### config.mk
export PLATFORM = sky130hd
export DESIGN_NAME = register_file_mp
export DESIGN_NICKNAME = d
export VERILOG_FILES = /design/src/rtl/register_file_mp.sv
export SDC_FILE = /design/constraint.sdc
export NUM_CORES = 2
export LEC_CHECK = 0
export CORE_UTILIZATION = 30
export DETAILED_ROUTE_END_ITERATION = 16
export SYNTH_ARGS = -nofsm -noshare
export SYNTH_HDL_FRONTEND = slang
export SYNTH_SLANG_ARGS = --single-unit
### constraint.sdc
create_clock -name iClk -period 1.6 [get_ports iClk]
set_input_delay 0.32 -clock iClk [delete_from_list [all_inputs] [get_ports iClk]]
set_output_delay 0.32 -clock iClk [all_outputs]
set_load 0.01 [all_outputs]
### src/rtl/register_file_mp.sv
// Multi-port register file with registered reads, busy scoreboard and a debug tap.
// Optional same-edge write-to-read bypass is enabled by defining REGFILE_BYPASS_EN.
module register_file_mp #(
    parameter int unsigned ADDRESS_WIDTH = 5,
    parameter int unsigned DATA_WIDTH    = 32,
    parameter int unsigned READ_PORTS    = 2,
    parameter int unsigned WRITE_PORTS   = 1,
    parameter int unsigned TAP_ADDR      = 10
) (
    input  logic                                iClk,
    input  logic                                iRst_n,
    input  logic [READ_PORTS*ADDRESS_WIDTH-1:0] iReadAddress,
    output logic [READ_PORTS*DATA_WIDTH-1:0]    oRegData,
    output logic [READ_PORTS-1:0]               oBusy,
    input  logic [WRITE_PORTS-1:0]              iWriteEn,
    input  logic [WRITE_PORTS*ADDRESS_WIDTH-1:0] iWriteAddress,
    input  logic [WRITE_PORTS*DATA_WIDTH-1:0]   iDataIn,
    input  logic                                iReserveEn,
    input  logic [ADDRESS_WIDTH-1:0]            iReserveAddress,
    output logic [DATA_WIDTH-1:0]               oRegTap
);

    localparam int unsigned DEPTH = 1 << ADDRESS_WIDTH;
    localparam logic [ADDRESS_WIDTH-1:0] TAP = ADDRESS_WIDTH'(TAP_ADDR);

    logic [DATA_WIDTH-1:0]            mem_q [DEPTH];
    logic [DATA_WIDTH-1:0]            mem_d [DEPTH];
    logic [DEPTH-1:0]                 busy_q, busy_d;
    logic [READ_PORTS*DATA_WIDTH-1:0] rdata_q, rdata_d;
    logic [READ_PORTS-1:0]            rbusy_q, rbusy_d;
    logic [DATA_WIDTH-1:0]            tap_q, tap_d;

    // Ascending port order lets the highest write port win; the reserve comes last so it beats a clear.
    always_comb begin
        mem_d  = mem_q;
        busy_d = busy_q;
        for (int unsigned q = 0; q < WRITE_PORTS; q++) begin
            if (iWriteEn[q] && (iWriteAddress[q*ADDRESS_WIDTH +: ADDRESS_WIDTH] != '0)) begin
                mem_d[iWriteAddress[q*ADDRESS_WIDTH +: ADDRESS_WIDTH]]  = iDataIn[q*DATA_WIDTH +: DATA_WIDTH];
                busy_d[iWriteAddress[q*ADDRESS_WIDTH +: ADDRESS_WIDTH]] = 1'b0;
            end
        end
        if (iReserveEn && (iReserveAddress != '0)) begin
            busy_d[iReserveAddress] = 1'b1;
        end
    end

    logic [ADDRESS_WIDTH-1:0] rd_addr;
    logic [DATA_WIDTH-1:0]    rd_val;
    logic                     rd_bsy;

    always_comb begin
        rdata_d = '0;
        rbusy_d = '0;
        tap_d   = '0;
        rd_addr = '0;
        rd_val  = '0;
        rd_bsy  = 1'b0;
        // Iteration READ_PORTS services the tap with the same lookup as the read ports.
        for (int unsigned p = 0; p <= READ_PORTS; p++) begin
            rd_addr = (p == READ_PORTS) ? TAP : iReadAddress[p*ADDRESS_WIDTH +: ADDRESS_WIDTH];
            rd_val  = mem_q[rd_addr];
            rd_bsy  = busy_q[rd_addr];
`ifdef REGFILE_BYPASS_EN
            for (int unsigned q = 0; q < WRITE_PORTS; q++) begin
                if (iWriteEn[q] && (iWriteAddress[q*ADDRESS_WIDTH +: ADDRESS_WIDTH] == rd_addr)) begin
                    rd_val = iDataIn[q*DATA_WIDTH +: DATA_WIDTH];
                    rd_bsy = 1'b0;
                end
            end
`endif
            if (rd_addr == '0) begin
                rd_val = '0;
                rd_bsy = 1'b0;
            end
            if (p == READ_PORTS) begin
                tap_d = rd_val;
            end else begin
                rdata_d[p*DATA_WIDTH +: DATA_WIDTH] = rd_val;
                rbusy_d[p]                          = rd_bsy;
            end
        end
    end

    always_ff @(posedge iClk or negedge iRst_n) begin
        if (!iRst_n) begin
            mem_q   <= '{default: '0};
            busy_q  <= '0;
            rdata_q <= '0;
            rbusy_q <= '0;
            tap_q   <= '0;
        end else begin
            mem_q   <= mem_d;
            busy_q  <= busy_d;
            rdata_q <= rdata_d;
            rbusy_q <= rbusy_d;
            tap_q   <= tap_d;
        end
    end

    assign oRegData = rdata_q;
    assign oBusy    = rbusy_q;
    assign oRegTap  = tap_q;

endmodule
# After elaboration in Yosys (flattened, before gate mapping)
# Index checks and enable logic that the tools add are counted.
# totals
ff_bits	1154
out_inout_bits	98
# op_classes
n_lt_le_gt_ge	10
mux	23
bitwise	6
n_reduce_logical	9
# ops
cell	n
1024-bit bitwise mux	1
32-bit binary-select mux with 5-bit select	2
32-bit 2-to-1 mux	9
32-bit demux with 5-bit select	1
32-bit bitwise AND	1
32-bit NOT	1
32-bit OR	1
5-bit by 6-bit less-than comparator with 1-bit output (second input constant)	4
6-bit greater-or-equal comparator (second input constant)	3
5-bit NOT with 6-bit output	3
1-bit binary-select mux with 5-bit select	2
1-bit demux with 5-bit select	2
5-bit by 1-bit greater-or-equal comparator with 1-bit output (second input constant)	2
5-bit logical NOT	2
5-bit nonzero test	2
6-bit by 1-bit less-than comparator with 1-bit output (second input constant)	1
1-bit 2-to-1 mux	6
1-bit logical AND	5

# Logic depth before layout (Yosys ltp)
# logic_depth
ltp_word	9
mapped_depth	10
mapped_depth_nobuf	4

# Worst setup path after synthesis
# Ideal clock, no wire load.
# synth_path
path_kind	input to register
startpoint	input port iReadAddress[5]
endpoint	register rdata_q[39], in the netlist oRegData[39]
setup_time_ps	136
arrival_time_ps	1926
required_time_ps	1464
setup_slack_ps	-462
cell_stages	7
cell_sequence	buf_2 -> buf_6 -> buf_4 -> buf_2 -> mux4_2 -> a211oi_1 -> nor3_1
# synth_via
elab_chain_len	5
word_cells_on_any_way	6
cone_classes	mux (4); bitwise (1); reduce/logical (1)
# synth_rtl
item	line	text
from (decl)	12	input logic [READ_PORTS*ADDRESS_WIDTH-1:0] iReadAddress,
5-bit NOT with 6-bit output (implied by the code)	62	rd_val = mem_q[rd_addr];
32-bit binary-select mux with 5-bit select	62	
32-bit 2-to-1 mux (implied by the code) (2 in series)	62	
32-bit 2-to-1 mux (*)	72	if (rd_addr == '0) begin
via rdata_d[39]	29	logic [READ_PORTS*DATA_WIDTH-1:0] rdata_q, rdata_d;
to (signal assigned)	95	rdata_q <= rdata_d;
to (decl)	29	
# Mark *: on every way through the listed nets, which the timed path passes. The rest lies on a longest branch. The select of a mux whose other input is x is not followed.
# A chain may end at the register's enable or synchronous reset.

# Final worst setup path
# layout_path
startpoint	register rdata_q[49], in the netlist oRegData[49]
endpoint	output port oRegData[49]
# layout_rtl
item	line	text
to (decl)	13	output logic [READ_PORTS*DATA_WIDTH-1:0] oRegData,
# No word-level cell between the ends.

==> summary.md <==
| Metric | Value |
|---|---|
| Register area | a little under 30000 sq um |
| First-pass GRT wire length | 309000 um |
| Initial antenna violation count | 14 |
| Ys flop type | dfrtp_1 |
| Post-Syn Instances | 3980 |
| Peak VDD IR | 0.971 mV |
| Vias/cell | between 5 and 6 |
| Worst path slowest cell | dfrtp_2 |
| Num rows | approximately 160 |
| Layout Area Growth over Synthesis | 31.6% |
| TritonCTS Buffers | 118 |
| Area post-placement | approximately 70000 sq um |
| R2R Path Start | mem_q[316]$_DFFE_PN0P_ |
| Root buffer cell | clkbuf_16 |
| Dpl cells | a little over 7000 |
| Total track usage | 21.3% |
| # Max-Cap Violations | 0 |
| Worst-path clk slew | 0.06 ns |
| Routed Antenna Nets | 0 |
| Die H | 444 um |
| Seq/Total Area, Yosys | about half |
| Drt first pass iters | 6 |
| Initial DRC count | roughly 3400 |
| Distinct cell type count after synthesis | 42 |
| Crit path time final | roughly 1.8 ns |
| Clock latency on the worst-skew pair | just under 0.8 ns |
| Synth warnings | 0 |
| IO Pins | 154 |
| RePlAce Congestion | 0.862 |
| FFs w/ async S/R, synth | 100% |
| Failing checks | setup timing |
| Max incr delay on CP | ~0.52 ns |
| Port bufs | roughly 150 |
| CTS Buffer Depth | 3 |
| Layout Cells excl Fill | 7404 |
| Layout cells sized above 1 | between 50% and 60% |
| WS Path Type | reg -> out |
| Die Width | about 440 um |
| Hold Crit Class | in -> reg |
| Crit path cell chain | buf_6 |
| GR Overflow Total | 0 |
| EDFF count, synth | 0 |
| Total number of vias | ~40000 |
| Die footprint | 197000 sq um |
| Hold Vio Cnt, Final | 0 |
| Leak | ~34 nW |
| CTS tree | done |
| Crit-path max FO | 1 |
| Post-synth top area share | about half |
| Worst setup SP type | register |
| Delay-heaviest family, CP | flip-flops |
| RSZ-0062 raised after global routing | yes |
| Final period utilization | 112% |
| Final Max Tran Viols | 0 |
| Top-count cell post-synth | dfrtp_1 |
| CP Capture Type | primary output |
| Clk_skew | approximately 0.028 ns |
| Top cells by area, synth | dfrtp_1, mux2_2, mux4_2 |
| Dpl hpwl | roughly 140000 um |
| Total length of routed wires | roughly 210000 um |
| Final setup vio count | 94 |
| Min-Delay Startpoint | iWriteAddress[0] |
| Run status | complete, but fails checks |
| Core area | 193000 sq um |
| H-tree depth | 3 |
| Required time of the worst setup path | around 1.3 ns |
| Final hold slack | roughly 0.24 ns |
| CP bufs+invs | 1 |
| Post-synth top cells | dfrtp_1, mux2_2, mux4_2 |
| Fin area | between 70000 and 80000 sq um |
| Worst Max-Slew Pin Slew | about 0.60 ns |
| Mapped Avg Cell Area | roughly 15 sq um |
| Cell taking the most area after synthesis | dfrtp_1 |
| Final setup margin | -0.188 ns |
| PwrDens | between 1000 and 1500 nW/um^2 |
| DRC | 0 |
| Fillers | between 15000 and 20000 |
| Number of global-route vias before repair | between 40000 and 50000 |
| Register bit total from synthesis | 1154 |
| Multi-input gate area | 29200 sq um |
| Finished Core Util | about two fifths |
| Largest net degree at the start of global routing | 87 |
| Clock sink count | 1154 |
| Max Clk Rate | about 560 MHz |
| Max_slew headroom | 60.0% |
| Final Net Count | around 4800 |
| WP data arrival | 1.47 ns |
| Routed len/inst | about 29 um |
| Starting Density | a little under a third |
| Synthesized Nets | around 4000 |
| Synth Cell Area | ~59000 sq um |
| Critical Path Source | oRegData[49]$_DFF_PN0_ |
==> through the flow <==
| stage | worst slack, ns | total power (W) | TNS [ns] |
|---|---|---|---|
| 2_1_floorplan | -0.321 | 0.0501 | -21.50 |
| 3_3_place_gp | -1.10 | 0.0601 | -800.39 |
| 3_5_place_dp | -1.12 | 0.0607 | -779.86 |
| 4_1_cts | -0.214 | 0.0915 | -11.06 |
| 5_1_grt | -0.207 | 0.0950 | -10.12 |
| 6_report | -0.188 | 0.0915 | -6.97 |
==> cells by family after synthesis <==
group | count (synthesis) | synth area share [%]
and+or+nand+nor | 182 | 1.72
DFF | 1154 | 49.3
muxes | 1738 | 39.8
AOI/OAI and AO/OA | 442 | 5.54
buffers and inverters | 464 | 3.63
==> per-layer routing <==
layer | share of wire [%] | vias up | track usage [%]
met5 | 0.026 | - | 0
met4 | 4.4 | 10 | 8.24
met3 | 6.5 | 450 | 3.27
met2 | 48 | 1543 | 35.3
met1 | 41 | 22000 | 27.9
li1 | - | 17000 | -
==> layout by cell type, fill, tap and decap left out, drive strengths merged, types with 26 or more instances in the layout <==
cell,instances
a2111oi,32
a211oi,53
a21oi,54
a22o,75
a22oi,108
buf,1070
clkbuf,175
clkdlybuf4s50,42
dfrtp,1154
mux2,1025
mux2i,346
mux4,367
nand2,26
nor2b,32
nor3,52
o221ai,32
o22ai,58
==> path summary, 6_finish.rpt <==
check	cells after the start	slack (ns)	to
max in group asynchronous	3	0.57	rd_val[24]$_DFFE_PN0P_
setup / recovery	1	-0.19	oRegData[49]
hold / removal	5	0.24	busy_q[30]$_DFF_PN0_
min in group asynchronous	3	0.44	mem_q[722]$_DFFE_PN0P_
setup reg to reg	4	-0.17	oRegData[28]$_DFF_PN0_
hold reg to reg	0	0.40	mem_q[994]$_DFFE_PN0P_
==> power breakdown <==
group	leakage, nW	internal (W)	total, W	switching, W
registers	14.7	0.0347	0.0388	0.00403
clock network	2.08	0.0177	0.0303	0.0127
logic	17.7	0.0135	0.0224	0.00891
total	34.4	0.0659	0.0915	0.0256
==> sequential cells by signal, summed over array words and instances, names as in the netlist <==
register and count:
mem_q 992, rd_val 32, oRegData 64, busy_q 32, oRegTap 32, oBusy 2
==> timing repair <==
action / 4_1_cts / 5_1_grt
hold buffers: 1 / 0
pin swaps: 81 / 27
setup buffers: 27 / 11
endpoints found under the hold margin: 694 / 0
endpoints found under the setup margin: 292 / 311
cloned: 0 / 7
gates resized for setup: 634 / 86
==> final cells by class <==
class	instances	area share, %
Clock inverter	52	0.959
Clock buffer	168	4.55
Antenna cell	2	0.00650
Sequential cell	1154	37.6
Timing Repair Buffer	1125	14.9
Tap cell	2526	4.10
Multi-Input combinational cell	2362	37.9
Inverter	15	0.0731
(Power assumes the default switching activity.)
